`src/rtl/baud_gen_frac.sv`:
```
// Fractional phase-accumulator baud tick generator: oversample and bit ticks
// with a run-time rate select whose changes take effect on a bit boundary.
module baud_gen_frac #(
    parameter int unsigned CLK_HZ      = 100_000_000,
    parameter int unsigned OVERSAMPLE  = 8,
    parameter int unsigned ACC_W       = 32,
    parameter int unsigned DEFAULT_SEL = 3
) (
    input  logic       clk,
    input  logic       reset_n,
    input  logic       en,
    input  logic [2:0] baud_sel,
    input  logic       sel_load,
    output logic       os_tick,
    output logic       bit_tick,
    output logic [2:0] cur_sel,
    output logic       sel_pend
);

    localparam int unsigned      CNT_W    = $clog2(OVERSAMPLE);
    localparam logic [CNT_W-1:0] CNT_LAST = CNT_W'(OVERSAMPLE - 32'd1);
    localparam logic [2:0]       RST_SEL  = 3'(DEFAULT_SEL);

    function automatic logic [31:0] rate_of(input logic [2:0] idx);
        case (idx)
            3'd0:    rate_of = 32'd1200;
            3'd1:    rate_of = 32'd2400;
            3'd2:    rate_of = 32'd4800;
            3'd3:    rate_of = 32'd9600;
            3'd4:    rate_of = 32'd19200;
            3'd5:    rate_of = 32'd38400;
            3'd6:    rate_of = 32'd57600;
            default: rate_of = 32'd115200;
        endcase
    endfunction

    // Rounded phase step per clock; only ever evaluated on constants.
    function automatic logic [ACC_W-1:0] inc_of(input logic [2:0] idx);
        logic [127:0] num;
        num    = (128'(rate_of(idx)) * 128'(OVERSAMPLE)) << ACC_W;
        num    = num + 128'(CLK_HZ / 32'd2);
        inc_of = ACC_W'(num / 128'(CLK_HZ));
    endfunction

    localparam logic [ACC_W-1:0] INC0 = inc_of(3'd0);
    localparam logic [ACC_W-1:0] INC1 = inc_of(3'd1);
    localparam logic [ACC_W-1:0] INC2 = inc_of(3'd2);
    localparam logic [ACC_W-1:0] INC3 = inc_of(3'd3);
    localparam logic [ACC_W-1:0] INC4 = inc_of(3'd4);
    localparam logic [ACC_W-1:0] INC5 = inc_of(3'd5);
    localparam logic [ACC_W-1:0] INC6 = inc_of(3'd6);
    localparam logic [ACC_W-1:0] INC7 = inc_of(3'd7);

    if (32'd115200 * OVERSAMPLE >= CLK_HZ / 32'd2) begin : g_rate_too_high
        $error("baud_gen_frac: 115200 * OVERSAMPLE must stay below CLK_HZ/2");
    end
    if (OVERSAMPLE < 32'd4 || OVERSAMPLE > 32'd16) begin : g_os_range
        $error("baud_gen_frac: OVERSAMPLE must be within 4..16");
    end

    logic [ACC_W-1:0] acc_q, acc_d;
    logic [CNT_W-1:0] os_cnt_q, os_cnt_d;
    logic             os_tick_q, os_tick_d;
    logic             bit_tick_q, bit_tick_d;
    logic [2:0]       cur_sel_q, cur_sel_d;
    logic [2:0]       pend_sel_q, pend_sel_d;
    logic             sel_pend_q, sel_pend_d;
    logic [ACC_W-1:0] inc_s;
    logic [ACC_W:0]   sum_s;
    logic             apply_s;
    logic [2:0]       apply_sel_s;

    // Phase increment for the rate currently in effect.
    always_comb begin
        case (cur_sel_q)
            3'd0:    inc_s = INC0;
            3'd1:    inc_s = INC1;
            3'd2:    inc_s = INC2;
            3'd3:    inc_s = INC3;
            3'd4:    inc_s = INC4;
            3'd5:    inc_s = INC5;
            3'd6:    inc_s = INC6;
            default: inc_s = INC7;
        endcase
    end

    // Next state: accumulate phase, derive ticks, and handle rate changes.
    always_comb begin
        sum_s       = {1'b0, acc_q} + {1'b0, inc_s};
        apply_s     = bit_tick_q && (sel_load || sel_pend_q);
        apply_sel_s = sel_load ? baud_sel : pend_sel_q;
        acc_d       = acc_q;
        os_cnt_d    = os_cnt_q;
        os_tick_d   = 1'b0;
        bit_tick_d  = 1'b0;
        cur_sel_d   = cur_sel_q;
        pend_sel_d  = pend_sel_q;
        sel_pend_d  = sel_pend_q;
        if (!en) begin
            acc_d      = '0;
            os_cnt_d   = '0;
            sel_pend_d = 1'b0;
            if (sel_load || sel_pend_q) begin
                cur_sel_d  = apply_sel_s;
                pend_sel_d = apply_sel_s;
            end else begin
                cur_sel_d  = cur_sel_q;
            end
        end else if (apply_s) begin
            // Bit boundary: switch rate and restart phase so no bit is truncated.
            acc_d      = '0;
            os_cnt_d   = '0;
            cur_sel_d  = apply_sel_s;
            pend_sel_d = apply_sel_s;
            sel_pend_d = 1'b0;
        end else begin
            acc_d      = sum_s[ACC_W-1:0];
            os_tick_d  = sum_s[ACC_W];
            bit_tick_d = sum_s[ACC_W] && (os_cnt_q == CNT_LAST);
            if (sum_s[ACC_W]) begin
                os_cnt_d = (os_cnt_q == CNT_LAST) ? '0 : os_cnt_q + CNT_W'(1);
            end else begin
                os_cnt_d = os_cnt_q;
            end
            if (sel_load) begin
                pend_sel_d = baud_sel;
                sel_pend_d = 1'b1;
            end else begin
                sel_pend_d = sel_pend_q;
            end
        end
    end

    // State registers.
    always_ff @(posedge clk or negedge reset_n) begin
        if (!reset_n) begin
            acc_q      <= '0;
            os_cnt_q   <= '0;
            os_tick_q  <= 1'b0;
            bit_tick_q <= 1'b0;
            cur_sel_q  <= RST_SEL;
            pend_sel_q <= RST_SEL;
            sel_pend_q <= 1'b0;
        end else begin
            acc_q      <= acc_d;
            os_cnt_q   <= os_cnt_d;
            os_tick_q  <= os_tick_d;
            bit_tick_q <= bit_tick_d;
            cur_sel_q  <= cur_sel_d;
            pend_sel_q <= pend_sel_d;
            sel_pend_q <= sel_pend_d;
        end
    end

    assign os_tick  = os_tick_q;
    assign bit_tick = bit_tick_q;
    assign cur_sel  = cur_sel_q;
    assign sel_pend = sel_pend_q;

endmodule

```
`config.mk`:
```
export PLATFORM = sky130hd
export DESIGN_NAME = baud_gen_frac
export DESIGN_NICKNAME = d
export VERILOG_FILES = /design/src/rtl/baud_gen_frac.sv
export SDC_FILE = /design/constraint.sdc
export NUM_CORES = 1
export LEC_CHECK = 0
export ABC_AREA = 1
export BUFFER_PORTS_ARGS = -buffer_cell sky130_fd_sc_hd__buf_2
export CAP_MARGIN = 25
export CORE_AREA = 8 8 103 129
export CTS_BUF_LIST = sky130_fd_sc_hd__clkbuf_16
export DETAILED_ROUTE_END_ITERATION = 7
export DIE_AREA = 0 0 111 137
export HOLD_SLACK_MARGIN = 0.15
export MAX_ROUTING_LAYER = met4
export PLACE_DENSITY = 0.49
export REMOVE_ABC_BUFFERS = 1
export SYNTH_ARGS = -nofsm -noshare
export SYNTH_HDL_FRONTEND = slang
export SYNTH_SLANG_ARGS = --single-unit
```
`constraint.sdc`:
```
create_clock -name clk -period 2.4 [get_ports clk]
set_input_delay 0.6 -clock clk [delete_from_list [all_inputs] [get_ports clk]]
set_output_delay 0.6 -clock clk [all_outputs]
set_load 0.01 [all_outputs]
```
==> flow_summary.ini <==
[pwr]
p_sw_w = 0.003234
internal-power_w = 0.003792
design_power_total_w = 0.007026
irDropWorstVdd_v = 0.0004102
clkPwrFrac_pct = 13.0
p_per_area_nw_per_um2 = 1166
leakagePower_nw = 3.134
power_frac_comb_pct = 71.3
pwr-share-seq_pct = 15.7
power_switching_share_pct = 46.03

[detailed_routing]
vias = 4159
viasPerCell = 4.759
firstDrtPassIters = 4
wirelength_um = 12490
route.detailed.drc = 0
drtIter0Drc = 122
final_antenna_net_count = 0
avgRoutedWirePerCell_um = 14.29

[floorplan]
core_sq_um = 11290
ios = 13
die_y_um = 137
dieArea_sq_um = 15210
start_util_pct = 34.04
die_x_um = 111
rows = 44

[synthesis]
syn_avg_cell_area_sq_um = 6.205
ys_types = 28
synth-seq-area-share_pct = 28.79
synth_seq_cells = 44
netlist_area_sq_um = 3841
yosysWarnings = 0
syn-instance-count = 619

[global_routing]
grt_pass1_vias = 3989
antenna_found_initial = 0
use_met2_pct = 30.29
grt_first_pass_wirelength_um = 19510
grt_use_met3_pct = 1.930
grt_use_total_pct = 16.46
grt-busiest-layer = met2
grt-ovfl-total = 0
grt_max_degree = 28
grt_use_met1_pct = 17.61

[worst_setup_path]
cp_slowest_stage_delay_ps = 630
crit_chain = buf_6, fa_2, inv_2, nand2_2, ha_4, nand2_2, buf_4, nor2_4, inv_2, nor2_4, buf_4, nand3_1, nand4_1, nand2_1, nor2_1
critPathSlowestCell = dfstp_2
required_ps = 2620
critPathCaptureType = register
critical_path_class = register to register
cp-start-kind = register
r2r_setup_slack_ps = -170
worstPathArrival_ps = 2790
crit_fanout = 4

[finish]
diodes = 0
post-route-util_pct = 53.37
layout-drive-gt1-share_pct = 43.21
n_fill_cell = 1081
layout.nets = 771
syn_to_final_growth_pct = 56.81
final_common_cell = nand2_1
final_cell_mix = 144 x nand2_1, 104 x inv_1, 87 x buf_4

[sta]
min_period_ps = 2567
slew_violations = 0
slew_headroom_pct = 65.95
setup_ws_ps = -167.2
worstMarginPinSlew_ps = 510.8
setup_viol = 26
grt_setup_unrepaired = yes
fmax_mhz = 389.5
hold_violations = 0
finalCritPeriodShare_pct = 107.0
finClkSkew_ps = 9.706

[clock_tree]
htree_levels = 2
clockBufferDepth = 2
cts_tree = built
cts.clk_slew.worst_paths_ps = 70
cts-root-buf = clkbuf_16
cts.sinks = 44
clk_latency_ps = 300
hold_buffers = 0
cts_inserted_buffers = 5

[place]
portBuffers = 12
dp_hpwl_um = 9343
place_worst_setup_slack_ps = -400.7
gp_congestion = 0.8984

[status]
outcome = finished with violations
violations = setup timing

[flow_run]
max-cap-violations = 0

[hold_path]
hold_class = primary input to async pin
==> through the flow <==
stage                     hold slack [ps]  area (sq um)  instances  setup TNS [ps]
after global routing                312.7          6023        874           -5568
after detailed placement            469.5          4656        841           -6842
final                               268.0          6023        874           -2444
after floorplan                     304.4          3792        612           -2433
after CTS                           294.7          5394        860           -1748
after global placement              462.4          4656        841           -6116
==> worst max-delay path, delay by kind of cell, from the launching register on <==
family	cells	cell delay [ps]
buffers and inverters	5	520
AND/OR/NAND/NOR	8	640
adder cells (fa/ha/maj)	2	710
flip-flops	1	630
==> registers in the layout, indices dropped and copies added, names as in the netlist <==
name	count
acc_q	32
os_tick	1
os_cnt_q	3
sel_pend	1
pend_sel_q	3
bit_tick	1
cur_sel	3
==> what timing repair did <==
action	CTS	global route
pin swaps	34	49
endpoints found under the setup margin	31	31
setup buffers	11	16
resized for setup	126	127
==> power groups by stage <==
| stage | Clock (W) | Sequential [W] | Combinational (W) |
|---|---|---|---|
| after floorplan | 0 | 0.00103 | 0.00188 |
| after global placement | 0 | 0.00105 | 0.00329 |
| after detailed placement | 0 | 0.00106 | 0.00331 |
| after CTS | 0.000941 | 0.00108 | 0.00409 |
| after global routing | 0.000962 | 0.00112 | 0.00544 |
| final | 0.000913 | 0.00110 | 0.00501 |
==> logic make-up after synthesis <==
| kind of cell | count (synthesis) | synth area share [%] |
|---|---|---|
| and+or+nand+nor | 351 | 38.27 |
| muxes | 3 | 0.8794 |
| AOI/OAI and AO/OA | 69 | 9.609 |
| DFF | 44 | 28.79 |
| adders and majority gates | 29 | 9.837 |
| buffers and inverters | 123 | 12.61 |
==> cells in the mapped netlist (all sizes together) <==
master  count  area share, %
fa          2            1.0
o21ai      24            3.4
and3        1           0.16
nand3      36            5.3
ha         27            8.8
mux2        3           0.88
nor2       84            8.4
nand2     213             21
buf         7            1.3
inv       116             11
dfstp       4            2.7
nor4        1           0.16
a21oi      40            5.2
nor3        8            1.0
dfrtp      40             26
nand4       8            2.0
o21a        3           0.59
o211ai      2           0.39
==> routing by layer <==
layer,vias to the layer above,routed length [um]
met2,53,6648
met1,1926,5251
met4,0,356
li1,2157,-
met3,23,235
met5,-,0
==> final timing paths <==
| path | from | cells past startpoint | endpoint |
|---|---|---|---|
| max | cur_sel[0] | 15 | acc_q[26] |
| min | reset_n | 1 | acc_q[10] |
| max reg2reg | cur_sel[0] | 15 | acc_q[26] |
| min reg2reg | os_cnt_q[1] | 2 | os_cnt_q[1] |
| max in group asynchronous | reset_n | 2 | pend_sel_q[1] |
| min in group clk | os_cnt_q[1] | 2 | os_cnt_q[1] |
==> final cells by class <==
cell class | count | area (sq um) | area share (%)
timing repair buffer | 116 | 930.9 | 15.45
multi-input combinational | 452 | 3182 | 52.83
sequential | 44 | 1106 | 18.36
inverter | 116 | 442.9 | 7.354
clock inverter | 3 | 63.81 | 1.059
clock buffer | 5 | 125.1 | 2.077
tap | 138 | 172.7 | 2.867
No activity file was read; power rests on OpenSTA's default activity.
